==> config.mk <==
export PLATFORM = sky130hd
export DESIGN_NAME = glm_load
export DESIGN_NICKNAME = d
export VERILOG_FILES = /design/src/rtl/glm_load_pkg.sv /design/src/rtl/glm_load_wrdemux.sv /design/src/rtl/glm_load.sv
export SDC_FILE = /design/constraint.sdc
export NUM_CORES = 2
export LEC_CHECK = 0
export BUFFER_PORTS_ARGS = -buffer_cell sky130_fd_sc_hd__buf_2
export CORE_AREA = 2 2 557 559
export CTS_CLUSTER_SIZE = 10
export DETAILED_ROUTE_END_ITERATION = 16
export DIE_AREA = 0 0 559 561
export SLEW_MARGIN = 10
export SYNTH_ARGS = -nofsm -noshare
export SYNTH_HDL_FRONTEND = slang
export SYNTH_HIERARCHICAL = 1
export SYNTH_SLANG_ARGS = --single-unit
==> constraint.sdc <==
create_clock -name clk -period 6.9 [get_ports clk]
set_clock_uncertainty 0.15 [all_clocks]
set_input_delay 0.345 -clock clk [delete_from_list [all_inputs] [get_ports clk]]
set_output_delay 0.345 -clock clk [all_outputs]
set_load 0.02 [all_outputs]
==> src/rtl/glm_load_pkg.sv <==
// ---------------------------------------------------------------------------
// glm_common: shared types and constants for the GLM load engine.
//   t_loadstate       : load FSM state encoding
//   LOAD_REG_*        : index of each field inside the 7-word instruction
//   ADDR_SELECT_BIT   : bit of the address register choosing in/out region
//   widths            : cache-line address, line, counter and select widths
// ---------------------------------------------------------------------------
package glm_common;

    typedef enum logic [1:0] {
        LS_IDLE       = 2'd0,
        LS_PREPROCESS = 2'd1,
        LS_READ       = 2'd2,
        LS_DONE       = 2'd3
    } t_loadstate;

    localparam int LOAD_NUM_REGS    = 7;
    localparam int LOAD_REG_OFFSET0 = 0;
    localparam int LOAD_REG_OFFSET1 = 1;
    localparam int LOAD_REG_OFFSET2 = 2;
    localparam int LOAD_REG_ADDR    = 3;
    localparam int LOAD_REG_LEN     = 4;
    localparam int LOAD_REG_SEL     = 5;
    localparam int LOAD_REG_WBASE   = 6;

    localparam int ADDR_SELECT_BIT  = 31;

    localparam int CL_ADDR_W = 42;
    localparam int LINE_W    = 512;
    localparam int CNT_W     = 16;
    localparam int SEL_W     = 4;

endpackage

==> src/rtl/glm_load_wrdemux.sv <==
// ---------------------------------------------------------------------------
// glm_load_wrdemux: registered response-to-BRAM write stage, 1-cycle latency.
//   clk, reset            : clock, synchronous active-high reset
//   wr_valid              : accepted read response this cycle
//   wr_sel                : target BRAM channel; values >= NUM_CHANNELS
//                           produce no write enable at all
//   wr_addr, wr_data      : BRAM address (already offset) and line data
//   mem_we                : one-hot write enable, registered
//   mem_waddr, mem_wdata  : registered address / data
// ---------------------------------------------------------------------------
module glm_load_wrdemux
    import glm_common::*;
#(
    parameter int NUM_CHANNELS = 2
) (
    input  logic                    clk,
    input  logic                    reset,
    input  logic                    wr_valid,
    input  logic [SEL_W-1:0]        wr_sel,
    input  logic [CNT_W-1:0]        wr_addr,
    input  logic [LINE_W-1:0]       wr_data,
    output logic [NUM_CHANNELS-1:0] mem_we,
    output logic [CNT_W-1:0]        mem_waddr,
    output logic [LINE_W-1:0]       mem_wdata
);

    logic [NUM_CHANNELS-1:0] we_q, we_d;
    logic [CNT_W-1:0]        waddr_q, waddr_d;
    logic [LINE_W-1:0]       wdata_q, wdata_d;

    always_comb begin
        we_d    = '0;
        waddr_d = waddr_q;
        wdata_d = wdata_q;
        for (int i = 0; i < NUM_CHANNELS; i++) begin
            if (wr_valid && (wr_sel == SEL_W'(i))) begin
                we_d[i] = 1'b1;
            end
        end
        // Address/data only move on an accepted response so the bus is quiet
        // between writes.
        if (wr_valid) begin
            waddr_d = wr_addr;
            wdata_d = wr_data;
        end
    end

    always_ff @(posedge clk) begin
        if (reset) begin
            we_q    <= '0;
            waddr_q <= '0;
            wdata_q <= '0;
        end else begin
            we_q    <= we_d;
            waddr_q <= waddr_d;
            wdata_q <= wdata_d;
        end
    end

    assign mem_we    = we_q;
    assign mem_waddr = waddr_q;
    assign mem_wdata = wdata_q;

endmodule

==> src/rtl/glm_load.sv <==
// ---------------------------------------------------------------------------
// glm_load: DRAM-to-BRAM load engine.
// Reads a contiguous range of cache lines over CCI-P channel 0 and writes
// each returned line into one selected BRAM channel.
//
// Handshake: c0_tx_valid is a one-cycle request strobe (never held); the
// producer guarantees acceptance unless c0TxAlmFull was high in the cycle the
// request was decided. c0_rsp_valid is a one-cycle response strobe that is
// always consumed while in READ and dropped in every other state.
//
// Ports:
//   clk, reset               : clock, synchronous active-high reset
//   op_start / op_done       : start strobe (IDLE only) / completion pulse
//   regs[7]                  : instruction words, latched on accepted start
//   in_addr, out_addr        : region base cache-line addresses
//   c0TxAlmFull              : request back-pressure
//   c0_tx_valid/addr/mdata   : registered read request, tag = line index
//   c0_rsp_valid/mdata/data  : read response
//   mem_we/waddr/wdata       : registered one-hot BRAM write port
//   dbg_state                : current FSM state for observation
//
// Build option: define GLM_LOAD_LIMIT_EN to cap in-flight requests at
// MAX_OUTSTANDING; otherwise only c0TxAlmFull throttles issue.
// ---------------------------------------------------------------------------
module glm_load
    import glm_common::*;
#(
    parameter int NUM_CHANNELS    = 2,
    parameter int MAX_OUTSTANDING = 64
) (
    input  logic                    clk,
    input  logic                    reset,
    input  logic                    op_start,
    output logic                    op_done,
    input  logic [31:0]             regs [LOAD_NUM_REGS],
    input  logic [CL_ADDR_W-1:0]    in_addr,
    input  logic [CL_ADDR_W-1:0]    out_addr,
    input  logic                    c0TxAlmFull,
    output logic                    c0_tx_valid,
    output logic [CL_ADDR_W-1:0]    c0_tx_addr,
    output logic [15:0]             c0_tx_mdata,
    input  logic                    c0_rsp_valid,
    input  logic [15:0]             c0_rsp_mdata,
    input  logic [LINE_W-1:0]       c0_rsp_data,
    output logic [NUM_CHANNELS-1:0] mem_we,
    output logic [15:0]             mem_waddr,
    output logic [LINE_W-1:0]       mem_wdata,
    output t_loadstate              dbg_state
);

    t_loadstate            state_q, state_d;
    logic [CL_ADDR_W-1:0]  base_q, base_d;
    logic [31:0]           offset_q [3];
    logic [31:0]           offset_d [3];
    logic [CNT_W-1:0]      len_q, len_d;
    logic [CNT_W-1:0]      wbase_q, wbase_d;
    logic [CNT_W-1:0]      sent_q, sent_d;
    logic [CNT_W-1:0]      rcvd_q, rcvd_d;
    logic [SEL_W-1:0]      sel_q, sel_d;
    logic [1:0]            pre_cnt_q, pre_cnt_d;
    logic                  tx_valid_q, tx_valid_d;
    logic [CL_ADDR_W-1:0]  tx_addr_q, tx_addr_d;
    logic [15:0]           tx_mdata_q, tx_mdata_d;
    logic                  op_done_q, op_done_d;

    logic                  limit_ok;
    logic                  can_issue;
    logic                  rsp_take;
    logic [CL_ADDR_W-1:0]  start_base;

`ifdef GLM_LOAD_LIMIT_EN
    logic [CNT_W-1:0] outstanding;
    // sent never trails rcvd because every accepted tag was issued first.
    assign outstanding = sent_q - rcvd_q;
    assign limit_ok    = (outstanding < CNT_W'(MAX_OUTSTANDING));
`else
    logic unused_max_outstanding;
    assign limit_ok               = 1'b1;
    assign unused_max_outstanding = (MAX_OUTSTANDING != 0);
`endif

    // Only the low halves of the length/select/wbase words carry meaning.
    logic unused_regs;
    assign unused_regs = ^{regs[LOAD_REG_LEN][31:16],
                           regs[LOAD_REG_SEL][31:4],
                           regs[LOAD_REG_WBASE][31:16]};

    assign start_base = (regs[LOAD_REG_ADDR][ADDR_SELECT_BIT] ? in_addr : out_addr)
                      + {11'b0, regs[LOAD_REG_ADDR][30:0]};

    assign can_issue = (state_q == LS_READ) && (sent_q < len_q)
                    && !c0TxAlmFull && limit_ok;
    assign rsp_take  = (state_q == LS_READ) && c0_rsp_valid;

    always_comb begin
        state_d    = state_q;
        base_d     = base_q;
        offset_d   = offset_q;
        len_d      = len_q;
        wbase_d    = wbase_q;
        sent_d     = sent_q;
        rcvd_d     = rcvd_q;
        sel_d      = sel_q;
        pre_cnt_d  = pre_cnt_q;
        tx_valid_d = 1'b0;
        tx_addr_d  = tx_addr_q;
        tx_mdata_d = tx_mdata_q;
        op_done_d  = (state_q == LS_DONE);

        case (state_q)
            LS_IDLE: begin
                if (op_start) begin
                    base_d      = start_base;
                    offset_d[0] = regs[LOAD_REG_OFFSET0];
                    offset_d[1] = regs[LOAD_REG_OFFSET1];
                    offset_d[2] = regs[LOAD_REG_OFFSET2];
                    len_d       = regs[LOAD_REG_LEN][15:0];
                    sel_d       = regs[LOAD_REG_SEL][3:0];
                    wbase_d     = regs[LOAD_REG_WBASE][15:0];
                    sent_d      = '0;
                    rcvd_d      = '0;
                    pre_cnt_d   = '0;
                    state_d     = (regs[LOAD_REG_LEN][15:0] == '0) ? LS_DONE : LS_PREPROCESS;
                end
            end

            LS_PREPROCESS: begin
                // One offset folded in per cycle, k = 0, 1, 2.
                base_d    = base_q + {10'b0, offset_q[pre_cnt_q]};
                pre_cnt_d = pre_cnt_q + 2'd1;
                if (pre_cnt_q == 2'd2) begin
                    state_d = LS_READ;
                end
            end

            LS_READ: begin
                if (can_issue) begin
                    tx_valid_d = 1'b1;
                    tx_addr_d  = base_q + {26'b0, sent_q};
                    tx_mdata_d = sent_q;
                    sent_d     = sent_q + 16'd1;
                end
                if (rsp_take) begin
                    rcvd_d = rcvd_q + 16'd1;
                    if (rcvd_q == len_q - 16'd1) begin
                        state_d = LS_DONE;
                    end
                end
            end

            LS_DONE: begin
                state_d = LS_IDLE;
            end

            default: begin
                state_d = LS_IDLE;
            end
        endcase
    end

    always_ff @(posedge clk) begin
        if (reset) begin
            state_q    <= LS_IDLE;
            base_q     <= '0;
            for (int i = 0; i < 3; i++) begin
                offset_q[i] <= '0;
            end
            len_q      <= '0;
            wbase_q    <= '0;
            sent_q     <= '0;
            rcvd_q     <= '0;
            sel_q      <= '0;
            pre_cnt_q  <= '0;
            tx_valid_q <= 1'b0;
            tx_addr_q  <= '0;
            tx_mdata_q <= '0;
            op_done_q  <= 1'b0;
        end else begin
            state_q    <= state_d;
            base_q     <= base_d;
            offset_q   <= offset_d;
            len_q      <= len_d;
            wbase_q    <= wbase_d;
            sent_q     <= sent_d;
            rcvd_q     <= rcvd_d;
            sel_q      <= sel_d;
            pre_cnt_q  <= pre_cnt_d;
            tx_valid_q <= tx_valid_d;
            tx_addr_q  <= tx_addr_d;
            tx_mdata_q <= tx_mdata_d;
            op_done_q  <= op_done_d;
        end
    end

    glm_load_wrdemux #(
        .NUM_CHANNELS (NUM_CHANNELS)
    ) u_wrdemux (
        .clk       (clk),
        .reset     (reset),
        .wr_valid  (rsp_take),
        .wr_sel    (sel_q),
        .wr_addr   (wbase_q + c0_rsp_mdata),
        .wr_data   (c0_rsp_data),
        .mem_we    (mem_we),
        .mem_waddr (mem_waddr),
        .mem_wdata (mem_wdata)
    );

    assign op_done     = op_done_q;
    assign c0_tx_valid = tx_valid_q;
    assign c0_tx_addr  = tx_addr_q;
    assign c0_tx_mdata = tx_mdata_q;
    assign dbg_state   = state_q;

endmodule

**Word level (Yosys, flattened, before mapping)**

Index checks and enable logic that the tools add are counted.
W data, S select, Z words.

- Register bits: 800
- Memories: 0
- Output and inout bits: 592
- Bits in latches: 0
- ROM bits: 0
- Bits of input ports: 841
- Bits in writable memories: 0
- Logic and storage cells: 81

- Reductions and logical operators: 18
- Bitwise gates (word level): 2
- Add/subtract/negate cells: 8
- $lt $le $gt $ge: 2
- Muxes and demuxes: 22
- Equal/unequal tests: 11
- Multiply operators: 0
- Shift operators: 0
- Div/mod/pow operators: 0

Operators by type and width:

| kind | number |
|---|---|
| $mux W42 | 2 |
| $pmux W42 S2 | 1 |
| $bmux W32 S2 | 1 |
| $mux W32 | 2 |
| $pmux W16 S2 | 2 |
| $mux W16 | 3 |
| $add A42 B16 Y42 | 1 |
| $add A42 B31 Y42 | 1 |
| $add A42 B32 Y42 | 1 |
| $add A16 B1 Y16 const B | 2 |
| $add A16 B16 Y16 | 1 |
| $eq A16 B16 Y1 | 1 |
| $logic_not A16 Y1 | 1 |
| $lt A16 B16 Y1 | 1 |
| $sub A16 B1 Y16 const B | 1 |
| $mux W2 | 6 |
| $pmux W2 S4 | 1 |
| $eq A2 B2 Y1 const B | 3 |
| $ne A2 B2 Y1 const B | 3 |
| $reduce_and A2 Y1 | 3 |
| $reduce_and A3 Y1 | 2 |
| $logic_and A1 B1 Y1 | 5 |
| $eq A4 B1 Y1 const B | 1 |
| $logic_not A4 Y1 | 1 |
| other kinds (13) | 17 |

**Logic depth before layout (Yosys ltp)**

- Depth in word-level cells: 6
- Mapped depth: 16
- Gate-level depth less buffers: 14

**By module**

The synthesis kept the hierarchy.

Modules (own cells, without submodules):

| module | seq. area each (um^2) | cells each | times used | area an instance (um^2) |
|---|---|---|---|---|
| glm_load_wrdemux | 10610.2 | 1709 | 1 | 19100.8 |
| glm_load | 5405.2 | 2360 | 1 | 17889.7 |

**Least setup slack after synthesis**

No wires, ideal clock.

- Kind: input port to flip-flop
- From: input port regs[127] in the netlist's numbering
- To: register base_q[35]
- Stages: 14
- Setup time: 0.120 ns
- Data required time: 6.630 ns
- Setup slack: 2.494 ns
- Path buffers: 3
- Arrival: 4.136 ns
- Path through: clkbuf_1 clkbuf_1 clkbuf_1 mux2_2 ha_1 a211oi_1 o21ai_0 and4_1 o31a_1 or3_1 a31oi_2 o21ai_0 nor3b_1 o31a_1

- Word-level cells in the longest chain between the ends: 4

RTL lines:

| element | RTL line | RTL |
|---|---|---|
| from (decl) | glm_load.sv:35 | `input logic [31:0] regs [LOAD_NUM_REGS],` |
| $mux W42 | glm_load.sv:88 | `assign start_base = (regs[LOAD_REG_ADDR][ADDR_SELECT_BIT] ? in_addr : out_addr)` |
| $add A42 B31 Y42 | glm_load.sv:89 | `+ {11'b0, regs[LOAD_REG_ADDR][30:0]};` |
| $mux W42 | glm_load.sv:112 | `if (op_start) begin` |
| $pmux W42 S2 | glm_load.sv:110 | `case (state_q)` |
| to (signal assigned) | glm_load.sv:180 | `base_q <= base_d;` |
| to (decl) | glm_load.sv:52 | `logic [CL_ADDR_W-1:0] base_q, base_d;` |

Every way passes these cells. The select of a mux whose other input is x is not followed.
A chain may end at the register's enable or synchronous reset.

**Worst setup path in the final report**

- From: register pre_cnt_q[0]
- To: register base_q[32]

- Word-level cells in the longest chain between the ends: 6

RTL lines:

| element | RTL line | RTL |
|---|---|---|
| from (decl) | glm_load.sv:60 | `logic [1:0] pre_cnt_q, pre_cnt_d;` |
| from (signal assigned) | glm_load.sv:187 | `pre_cnt_q <= pre_cnt_d;` |
| $not A2 Y3 (not written as such) | glm_load.sv:129 | `base_d = base_q + {10'b0, offset_q[pre_cnt_q]};` |
| $bmux W32 S2 | glm_load.sv:129 |  |
| $mux W32 (not written as such) (2 in series) | glm_load.sv:129 |  |
| $add A42 B32 Y42 | glm_load.sv:129 |  |
| $pmux W42 S2 | glm_load.sv:110 |  |

Every way passes these cells. The select of a mux whose other input is x is not followed.

==> metrics.txt <==
hpwl dp=234000 um; Synth area leader=dfxtp_1; Leak Pwr=24.5 nW; Async SR Flop Fraction=0%; ANT nets after route=0; vias in the first global route=37800; Reg2Reg Depth=11; 1st-pass router iterations=5; H-tree Lvls=3; DRT iter0 DRCs=2728; Total Power=0.0147 W; power density over the cells=247 mW/mm^2; Yosys warnings=6; max-slew violations=0; DR WL/cell=27.0 um; RSZ-0062 raised after global routing=false; first-pass GRT wire length=360000 um; worst-skew pair later-pin latency=0.83 ns; largest net degree at the start of global routing=180; Total GRT Usage=17.2%; Setup crit start kind=register; via count=38900; synth top area cells=dfxtp_1 43%, mux2i_1 16%, nor2_1 6.7%; syn avg cell area=9.09 um^2; synthesized flop and latch total=800; core region area=0.308 mm^2; commonest cells after routing, fill and taps aside=1371 x buf_2, 799 x dfxtp_1, 786 x dlygate4sd3_1, 665 x nor2_1, 587 x mux2i_1; Clock Sinks=800; critical path fanouts, max=21; top-level port count=1433; RD Place Congestion=1.01; most common cell after layout, fill and taps aside=buf_2; Post-layout nets=7099; Max Fclk=0.198 GHz; r2r startpoint=pre_cnt_q[0]; clock tree buffer depth=4; post-synth cell types=89; Starting Density=12.0%; maxcap violations=0; Non-Filler Instances=10400; Clock Tree Root=clkbuf_16; worst hold slack=0.0659 ns; Placed Instances=9355; Row Count=204; P&R area growth vs syn=61.1%; Critical Path Sink Type=register; DRC Markers=0; Final Hold Fails=0; Synth top area share=43.3%; Setup CP Type=register to register; Final Critical Period=5.05 ns; Post-synth EDFFs=0; total CTS buffers=113; die width=559 um; total wire length=281000 um; Crit path arrival time=5.61 ns; Synth Cell Area=0.0370 mm^2; Final TNS setup=0 ns; Mapped Cells=4069; register-to-register setup slack=1.85 ns; GRT Residual Overflow=0; Final Cycle Share=73.2%; Die Area=0.314 mm^2; CP Launch Point=pre_cnt_q[0]; Die Y=561 um; initial antenna violation count=224; relative slew slack=31.5%; Via density=3.74; outcome=finished, final reports clean; RR Endpoint=base_q[32]; worst hold path class=input port to register; Synth Flop Type=dfxtp_1; peak supply drop=0.184 mV; post-synth net total=5032; final setup fails=0; Reg clk slew, reported paths=0.06 ns; hold_sp=regs[105]; CTS tree=done; sequential element share of the synthesized area=43.3%; CTS Hold Bufs=786; Critical Path RT=7.46 ns; setup bufs post-CTS=0; layout cells sized above 1=26.5%; Port Buffer Count=1372; Setup crit end=base_q[32]; Worst-Margin Slew=1.03 ns; post-CTS resize count=0
==> layer usage <==
metal  GRT usage [%]  vias up  wire length (um)
met3            7.27      554             29700
met2            31.0     1796            140000
li1                -    18300                 -
met1            17.4    18200             97500
met4            6.72       50             13100
met5               0        -               323
==> layout make-up <==
cell class | instances | area (um^2)
Fill cell | 34200 | 248000
Multi-Input combinational cell | 2952 | 19100
Sequential cell | 800 | 16000
Timing Repair Buffer | 2199 | 15200
Tap cell | 4120 | 5150
Clock buffer | 149 | 3160
Clock inverter | 39 | 532
Inverter | 70 | 263
Antenna cell | 85 | 213
==> worst max-delay path: stages, from the launching register on <==
cell	delay, ns
dfxtp_2	0.76
buf_4	0.45
mux2i_1	0.15
o21ai_0	0.39
ha_1	0.40
and2_1	0.19
a2111oi_0	0.63
o32a_1	0.27
a41oi_1	0.39
a221oi_1	0.40
a31oi_1	0.11
dlygate4sd3_1	0.59
==> cell usage after synthesis, types with 7 or more instances <==
cell type,number
a2111o_1,8
a2111oi_0,12
a211o_1,8
a211oi_1,39
a21o_1,39
a21oi_1,290
a311oi_1,7
a31oi_1,24
and2_1,11
and3_1,20
and4_1,10
buf_1,16
buf_2,55
buf_8,53
clkbuf_1,115
dfxtp_1,800
ha_1,118
inv_1,69
mux2_2,32
mux2i_1,587
nand2_1,476
nand2b_1,23
nand3_1,45
nand3b_1,8
nand4_1,30
nor2_1,665
nor2b_1,14
nor3_1,34
nor3b_1,8
nor4_1,15
o211ai_1,18
o21a_1,19
o21ai_0,131
o31ai_1,7
or2_2,7
or3_1,21
xnor2_1,69
xor2_1,49
==> sequential cells by signal (all words and copies together) (netlist names) <==
| register | cells |
|---|---|
| dbg_state | 2 |
| u_wrdemux/mem_wdata | 512 |
| wbase_q | 16 |
| rcvd_q | 16 |
| len_q | 16 |
| offset_q | 96 |
| base_q | 42 |
| pre_cnt_q | 2 |
| sent_q | 16 |
| u_wrdemux/mem_waddr | 16 |
| c0_tx_addr | 42 |
| sel_q | 4 |
| c0_tx_mdata | 16 |
| c0_tx_valid | 1 |
| op_done | 1 |
| u_wrdemux/mem_we | 2 |
==> how the worst min path moves through the flow <==
| stage | to | slack, ns | cells past startpoint |
|---|---|---|---|
| 5_1_grt | base_q[13] | 0.07 | 5 |
| 3_3_place_gp | u_wrdemux/mem_we[1] | 0.28 | 1 |
| 4_1_cts | base_q[40] | 0.002 | 6 |
| 2_1_floorplan | u_wrdemux/mem_we[1] | 0.26 | 1 |
| 3_5_place_dp | u_wrdemux/mem_we[1] | 0.28 | 1 |
| 6_report | base_q[9] | 0.07 | 5 |
==> metrics by stage <==
stage                     setup slack [ns]  utilization, %  area, um^2
after global routing                  1.55            19.3       59500
after floorplan                       2.49               -       37000
after CTS                             1.85            19.3       59400
final                                 1.85            19.4       59600
after global placement                2.08            15.5       47800
after detailed placement              2.06            15.5       47800
==> report_power, final <==
group          switching, W  internal (W)
Sequential         0.000294       0.00489
Clock               0.00244       0.00359
Combinational       0.00209       0.00142
==> cell families (layout without fill, tap and decap cells) <==
| family | Yosys count | in the layout | synth area share [%] |
|---|---|---|---|
| buffers and inverters | 317 | 2457 | 5.30 |
| AND/OR/NAND/NOR | 1411 | 1411 | 16.2 |
| other | 0 | 85 | 0 |
| adder cells (fa/ha/maj) | 122 | 122 | 4.21 |
| AO/OA/AOI/OAI | 681 | 681 | 11.3 |
| XOR/XNOR | 118 | 118 | 2.79 |
| multiplexers | 620 | 620 | 16.9 |
| flip-flops | 800 | 800 | 43.3 |
Power figures use the tool's default switching activity.
